**src/rtl/d_pipe.sv**
```systemverilog
// Parametrised DEPTH-stage, WIDTH-bit delay line with per-stage valid,
// advance enable, synchronous flush, occupancy count and a selectable tap.
module d_pipe #(
    parameter int unsigned WIDTH = 8,
    parameter int unsigned DEPTH = 4,
    parameter logic [WIDTH-1:0] RST_VAL = '0,
    localparam int unsigned TW = (DEPTH > 1) ? $clog2(DEPTH) : 1,
    localparam int unsigned CW = $clog2(DEPTH + 1)
) (
    input  logic             clk,
    input  logic             clr,
    input  logic             en,
    input  logic             flush,
    input  logic [WIDTH-1:0] d,
    input  logic             d_vld,
    output logic [WIDTH-1:0] q,
    output logic             q_vld,
    input  logic [TW-1:0]    tap_sel,
    output logic [WIDTH-1:0] tap_q,
    output logic             tap_vld,
    output logic [CW-1:0]    occ
);

    logic [WIDTH-1:0] r_stg [DEPTH];
    logic [DEPTH-1:0] r_vld;
    logic [CW-1:0]    r_occ;
    logic             w_clear;

    // Reset and flush have identical effect; both outrank the advance.
    assign w_clear = !clr || flush;

    always_ff @(posedge clk) begin
        if (w_clear) begin
            for (int unsigned i = 0; i < DEPTH; i++) begin
                r_stg[i] <= RST_VAL;
                r_vld[i] <= 1'b0;
            end
            r_occ <= '0;
        end else if (en) begin
            r_stg[0] <= d;
            r_vld[0] <= d_vld;
            for (int unsigned i = 1; i < DEPTH; i++) begin
                r_stg[i] <= r_stg[i-1];
                r_vld[i] <= r_vld[i-1];
            end
            // Entry in, entry out: stays within 0..DEPTH by construction.
            r_occ <= r_occ + CW'(d_vld) - CW'(r_vld[DEPTH-1]);
        end
    end

    assign q     = r_stg[DEPTH-1];
    assign q_vld = r_vld[DEPTH-1];
    assign occ   = r_occ;

    // Out-of-range selects fall through to the reset value, invalid.
    always_comb begin
        tap_q   = RST_VAL;
        tap_vld = 1'b0;
        for (int unsigned i = 0; i < DEPTH; i++) begin
            if (tap_sel == TW'(i)) begin
                tap_q   = r_stg[i];
                tap_vld = r_vld[i];
            end
        end
    end

endmodule

```
**config.mk**
```make
export PLATFORM = sky130hd
export DESIGN_NAME = d_pipe
export DESIGN_NICKNAME = d
export VERILOG_FILES = /design/src/rtl/d_pipe.sv
export SDC_FILE = /design/constraint.sdc
export NUM_CORES = 1
export LEC_CHECK = 0
export ABC_CLOCK_PERIOD_IN_PS = 2400
export CORE_ASPECT_RATIO = 1.75
export CORE_MARGIN = 10
export CORE_UTILIZATION = 39
export DETAILED_ROUTE_END_ITERATION = 10
export RECOVER_POWER = 25
export REMOVE_ABC_BUFFERS = 1
export SETUP_SLACK_MARGIN = 0.1
export SLEW_MARGIN = 10
export SYNTH_ARGS = -nofsm -noshare
export SYNTH_HDL_FRONTEND = slang
export SYNTH_SLANG_ARGS = --single-unit
```
**constraint.sdc**
```tcl
create_clock -name clk -period 2.4 [get_ports clk]
set_input_delay 0.48 -clock clk [delete_from_list [all_inputs] [get_ports clk]]
set_output_delay 0.48 -clock clk [all_outputs]
set_load 0.02 [all_outputs]
```
==> flow_summary.yaml, run 1 <==
pwr:
  power_density_mw_per_mm2: 679
  p_leak_nw: 0.933
  ir_drop_uv: 574
  power_mw: 1.56
clock_tree:
  cts_tree: "built"
  htreeDepth: 2
  root_buffer: "clkbuf_8"
  clock_sinks: 39
  postCtsSetupBuffers: 0
  clock_latency_ps: 290
  cts_buffer_depth: 2
  cts_made_buffers: 5
  clkSlewWorstSetupHoldPaths_ps: 70
final_layout:
  antennaDiodeCount: 0
  area_growth_syn_to_layout_pct: 29.1
  multi_input_area_sq_um: 576
  fin_util: 0.522
  seq_area_sq_mm: 0.00110
  drive_above_1_share: 0.212
  fillCellCount: 392
  finalNetCount: 173
setup_path:
  worstSetupPathType: "input port to output port"
  crit_required_ps: 1920
  worstPathCellList: "dlygate4sd2_1 -> bufbuf_16 -> mux4_2 -> buf_2"
  cpPeakStageDelay_ps: 490
  endpoint_kind: "output port"
  cp_data_arrival_time_ps: 1720
  crit_family: "buffers and inverters"
  crit_fanout: 4
  critPathLaunchType: "input port"
  cp_num_buf_inv: 3
  slowest_stage: "mux4_2"
detailed_routing:
  wl_per_cell_microns: 17.3
  wl_microns: 3580
  drtIter0Drc: 56
  route.antenna.remaining_nets: 0
  drc_errors: 0
  via_per_inst: 4.92
  via_count: 1018
  drt-pass1-iter-count: 4
timing:
  rsz0062_at_grt: "false"
  worstMarginPinSlew_ps: 929
  slew_headroom: 0.380
  finalCritPeriodShare: 0.917
  hold_viol: 0
  max_freq_mhz: 454
  slew_violations: 0
  min_period_ps: 2200
  fin_worst_skew_ps: 11.0
  finalSetupViolCount: 0
synth:
  syn_area_sq_mm: 0.00178
  ys_top_cells_by_area: "edfxtp_1 54%, mux4_2 11%, and2_1 11%"
  yosys.area.top_type: "edfxtp_1"
  synthCells: 114
  yosys.area.top_type_share: 0.539
  avgSynthCellArea_sq_um: 15.6
  ys_seq_area_frac: 0.618
  yosys_warnings: 0
  yosysUniqueCellTypes: 17
  ys_ff_latch: 39
global_route:
  grt_usage: 0.0977
  grt_pass1_vias: 1184
  grt_pass1_wl_microns: 6020
  grt_antenna_before_repair: 0
  overflow: 0
  grt_max_degree: 33
floorplan:
  core_area_sq_mm: 0.00440
  die-width_microns: 71.1
  io_pins: 36
  die_h_microns: 109
  start_util: 0.405
  fp-row-count: 32
  dieArea_sq_mm: 0.00778
job:
  max-cap-violations: 0
placement:
  dp_hpwl_microns: 2500
  port_buffers: 35
  finalWeightedCongestion: 0.707
status:
  status: "finished clean"
worst_hold_path:
  hp-class: "register to register"
-- power by group --
group	switching (mW)	internal, mW	total, mW
Combinational	0.0701	0.0829	0.153
Sequential	0.0153	0.758	0.774
Clock	0.218	0.416	0.634
-- layout by cell type, fill, tap and decap left out, drive strengths merged, types with 5 or more instances in the layout --
cell           count
inv                5
dfxtp              7
clkdlybuf4s50     24
mux2i              5
mux4               9
edfxtp            32
clkbuf             7
and2              32
buf               13
nor2               8
-- repair_timing --
action,in CTS,in global routing
endpoints found under the setup margin,9,0
hold buffers,0,0
gates resized for setup,37,0
-- cell usage after synthesis --
| master | instances |
|---|---|
| ha_1 | 2 |
| nand2b_1 | 2 |
| mux4_2 | 9 |
| and2_1 | 32 |
| fa_1 | 1 |
| a211oi_1 | 2 |
| inv_2 | 1 |
| xor2_1 | 1 |
| inv_1 | 4 |
| mux2i_1 | 5 |
| buf_6 | 6 |
| a31o_2 | 1 |
| nor2_8 | 1 |
| edfxtp_1 | 32 |
| clkbuf_2 | 1 |
| dfxtp_1 | 7 |
| nor2_1 | 7 |
-- worst reg2reg max path: cells and delay by family, from the launching register on --
kind                       cells  cell delay (ps)
xor gates and xnor gates       1              180
adders and majority gates      3              770
buffers and inverters          3              170
AOI/OAI and AO/OA              2              320
DFF                            1              360
-- through the flow --
stage / worst slack [ps] / setup TNS [ps] / area (sq um) / std cells / hold WS (ps)
final: 199 / 0 / 2300 / 207 / 530
after detailed placement: -309 / -2660 / 2200 / 198 / 519
after global routing: 147 / 0 / 2300 / 207 / 575
after floorplan: 295 / 0 / 1710 / 107 / 477
after CTS: 183 / 0 / 2320 / 207 / 536
after global placement: -308 / -2620 / 2200 / 198 / 496
-- final cells by class --
class,count,share of cell area
clock buffer,6,0.0316
clock inverter,2,0.0261
multi-input combinational,63,0.250
timing repair buffer,41,0.177
sequential,39,0.479
inverter,5,0.00816
tap,51,0.0277
-- worst paths after layout --
check,slack (ps),cells past startpoint,endpoint,from
max,200,4,tap_q[5],tap_sel[0]
min,530,2,r_vld[2],r_vld[2]
max reg2reg,490,9,occ[2],occ[0]
min reg2reg,530,2,r_vld[2],r_vld[2]
-- registers in the layout, indices dropped and copies added (netlist names) --
name / cells
occ: 3
r_stg: 32
r_vld: 4
-- per-layer routing --
layer  part of all wire  wire length (microns)  track usage
met1               0.42                   1490        0.111
met2               0.52                   1860        0.162
met3              0.052                    186       0.0361
met4             0.0095                     34       0.0417
met5                  0                      0            0
-- cell families (layout without fill, tap and decap cells) --
family | count (synthesis) | in the layout | share of synthesized area
flops | 39 | 39 | 0.618
fa+ha+maj | 3 | 3 | 0.0253
compound gates | 3 | 3 | 0.0133
xor+xnor | 1 | 1 | 0.00492
simple gates | 42 | 42 | 0.145
mux | 14 | 14 | 0.142
buf+inv | 12 | 54 | 0.0513
Note: power is estimated with default switching activity, not from simulation.
==> run 2: changes to the inputs <==
CELL_PAD_IN_SITES_DETAIL_PLACEMENT = 1   (was unset)
CELL_PAD_IN_SITES_GLOBAL_PLACEMENT = 1   (was unset)
PLACE_DENSITY_LB_ADDON = 0.1   (was unset)
==> flow_summary.yaml, run 2 (synthesis gave the netlist of run 1 again) <==
clock_tree:
  clkSlewWorstSetupHoldPaths_ps: 70
  cts_made_buffers: 5
  postCtsSetupBuffers: 0
  root_buffer: "clkbuf_8"
  cts_buffer_depth: 2
  htreeDepth: 2
  clock_sinks: 39
  clock_latency_ps: 290
  cts.repair.resized: 36
  cts_tree: "built"
  ctsHoldBuffers: 0
setup_path:
  cp_data_arrival_time_ps: 1740
  endpoint_kind: "output port"
  r2r_slack_ps: 490
  cp_num_buf_inv: 3
  cpPeakStageDelay_ps: 480
  crit_family: "buffers and inverters"
  r2r_end: "occ[2]"
  rr_worst_depth: 9
  worstPathCellList: "dlygate4sd2_1 -> bufbuf_16 -> mux4_2 -> buf_2"
  worstSetupPathType: "input port to output port"
  cp-startpoint: "tap_sel[0]"
  critPathLaunchType: "input port"
  r2r-start: "occ[0]"
  slowest_stage: "mux4_2"
  crit_fanout: 4
  crit_required_ps: 1920
final_layout:
  antennaDiodeCount: 0
  area_growth_syn_to_layout_pct: 26.5
  final_cell_mix: "32 x edfxtp_1, 26 x and2_1, 24 x clkdlybuf4s50_1"
  final_common_cell: "edfxtp_1"
  fin_util: 0.512
  top_register: "r_stg"
  largest_reg_flops: 32
  finalNetCount: 173
  drive_above_1_share: 0.199
global_route:
  grt_pass1_vias: 1233
  grt_use_met1: 0.106
  grt_pass1_wl_microns: 6490
  gr-usage-met3: 0.0388
  grt_usage: 0.107
  grt_antenna_before_repair: 0
  busiest_layer: "met2"
  use_met2: 0.188
  grt_max_degree: 33
  overflow: 0
timing:
  slew_violations: 0
  min_period_ps: 2220
  rsz0062_at_grt: "false"
  finalCritPeriodShare: 0.925
  finalSetupViolCount: 0
  worstMarginPinSlew_ps: 959
  max_freq_mhz: 450
  slew_headroom: 0.360
  timing.final.ws_setup_ps: 180
  hold_viol: 0
  fin_worst_skew_ps: 3.09
pwr:
  power_mw: 1.35
  p_leak_nw: 0.909
  power_density_mw_per_mm2: 597
  ir_drop_uv: 399
detailed_routing:
  via_count: 1049
  drt-pass1-iter-count: 2
  wl_per_cell_microns: 18.8
  wl_microns: 3880
  drtIter0Drc: 53
  route.antenna.remaining_nets: 0
  via_per_inst: 5.07
  drc_errors: 0
floorplan:
  die-width_microns: 71.1
  dieArea_sq_mm: 0.00778
  start_util: 0.405
  core_area_sq_mm: 0.00440
  io_pins: 36
  die_h_microns: 109
  fp-row-count: 32
placement:
  port_buffers: 35
  dp_hpwl_microns: 2740
  finalWeightedCongestion: 0.658
  pre_cts_ws_ps: -312
worst_hold_path:
  hp-class: "register to register"
  hold_start: "r_vld[1]"
  min_to: "r_vld[2]"
  whs_path_depth: 2
job:
  max-cap-violations: 0
status:
  status: "finished clean"
-- run 2: worst max-delay path by stage --
stage	endpoint	depth (start not counted)
floorplan	r_stg[0][0]	2
global placement	tap_vld	4
detailed placement	tap_q[1]	4
CTS	tap_q[0]	4
global route	tap_q[7]	4
finish	tap_q[0]	4
-- run 2: per-layer routing --
layer	vias up	share of wire
li1	484	-
met4	0	0.024
met1	523	0.39
met2	34	0.53
met3	8	0.059
met5	-	0
-- run 2: area by class of cell --
| cell class | count | area (sq um) |
|---|---|---|
| clock inverter | 2 | 7.51 |
| tap | 51 | 63.8 |
| timing repair buffer | 41 | 414 |
| multi-input combinational | 63 | 576 |
| sequential | 39 | 1100 |
| fill | 455 | 2150 |
| clock buffer | 6 | 72.6 |
| inverter | 5 | 18.8 |
-- run 2: report_power, final --
group          switching, mW  internal, mW
sequential            0.0162         0.759
clock                  0.217         0.198
combinational         0.0715        0.0838
total                  0.305          1.04
-- run 2: metrics by stage --
| stage | area [sq um] | TNS [ps] | hold WS, ps | std cells |
|---|---|---|---|---|
| 3_5_place_dp | 2200 | -2660 | 529 | 198 |
| 5_1_grt | 2250 | 0 | 577 | 207 |
| 3_3_place_gp | 2200 | -2610 | 493 | 198 |
| 4_1_cts | 2270 | 0 | 548 | 207 |
| 6_report | 2250 | 0 | 534 | 207 |
| 2_1_floorplan | 1710 | 0 | 477 | 107 |
-- run 2: worst register-to-register path, delay by kind of cell (launching register included) --
kind	cells	cell delay, ps
adder cells (fa/ha/maj)	3	760
flip-flops	1	350
AO/OA/AOI/OAI	2	330
XOR/XNOR	1	210
buffers and inverters	3	160
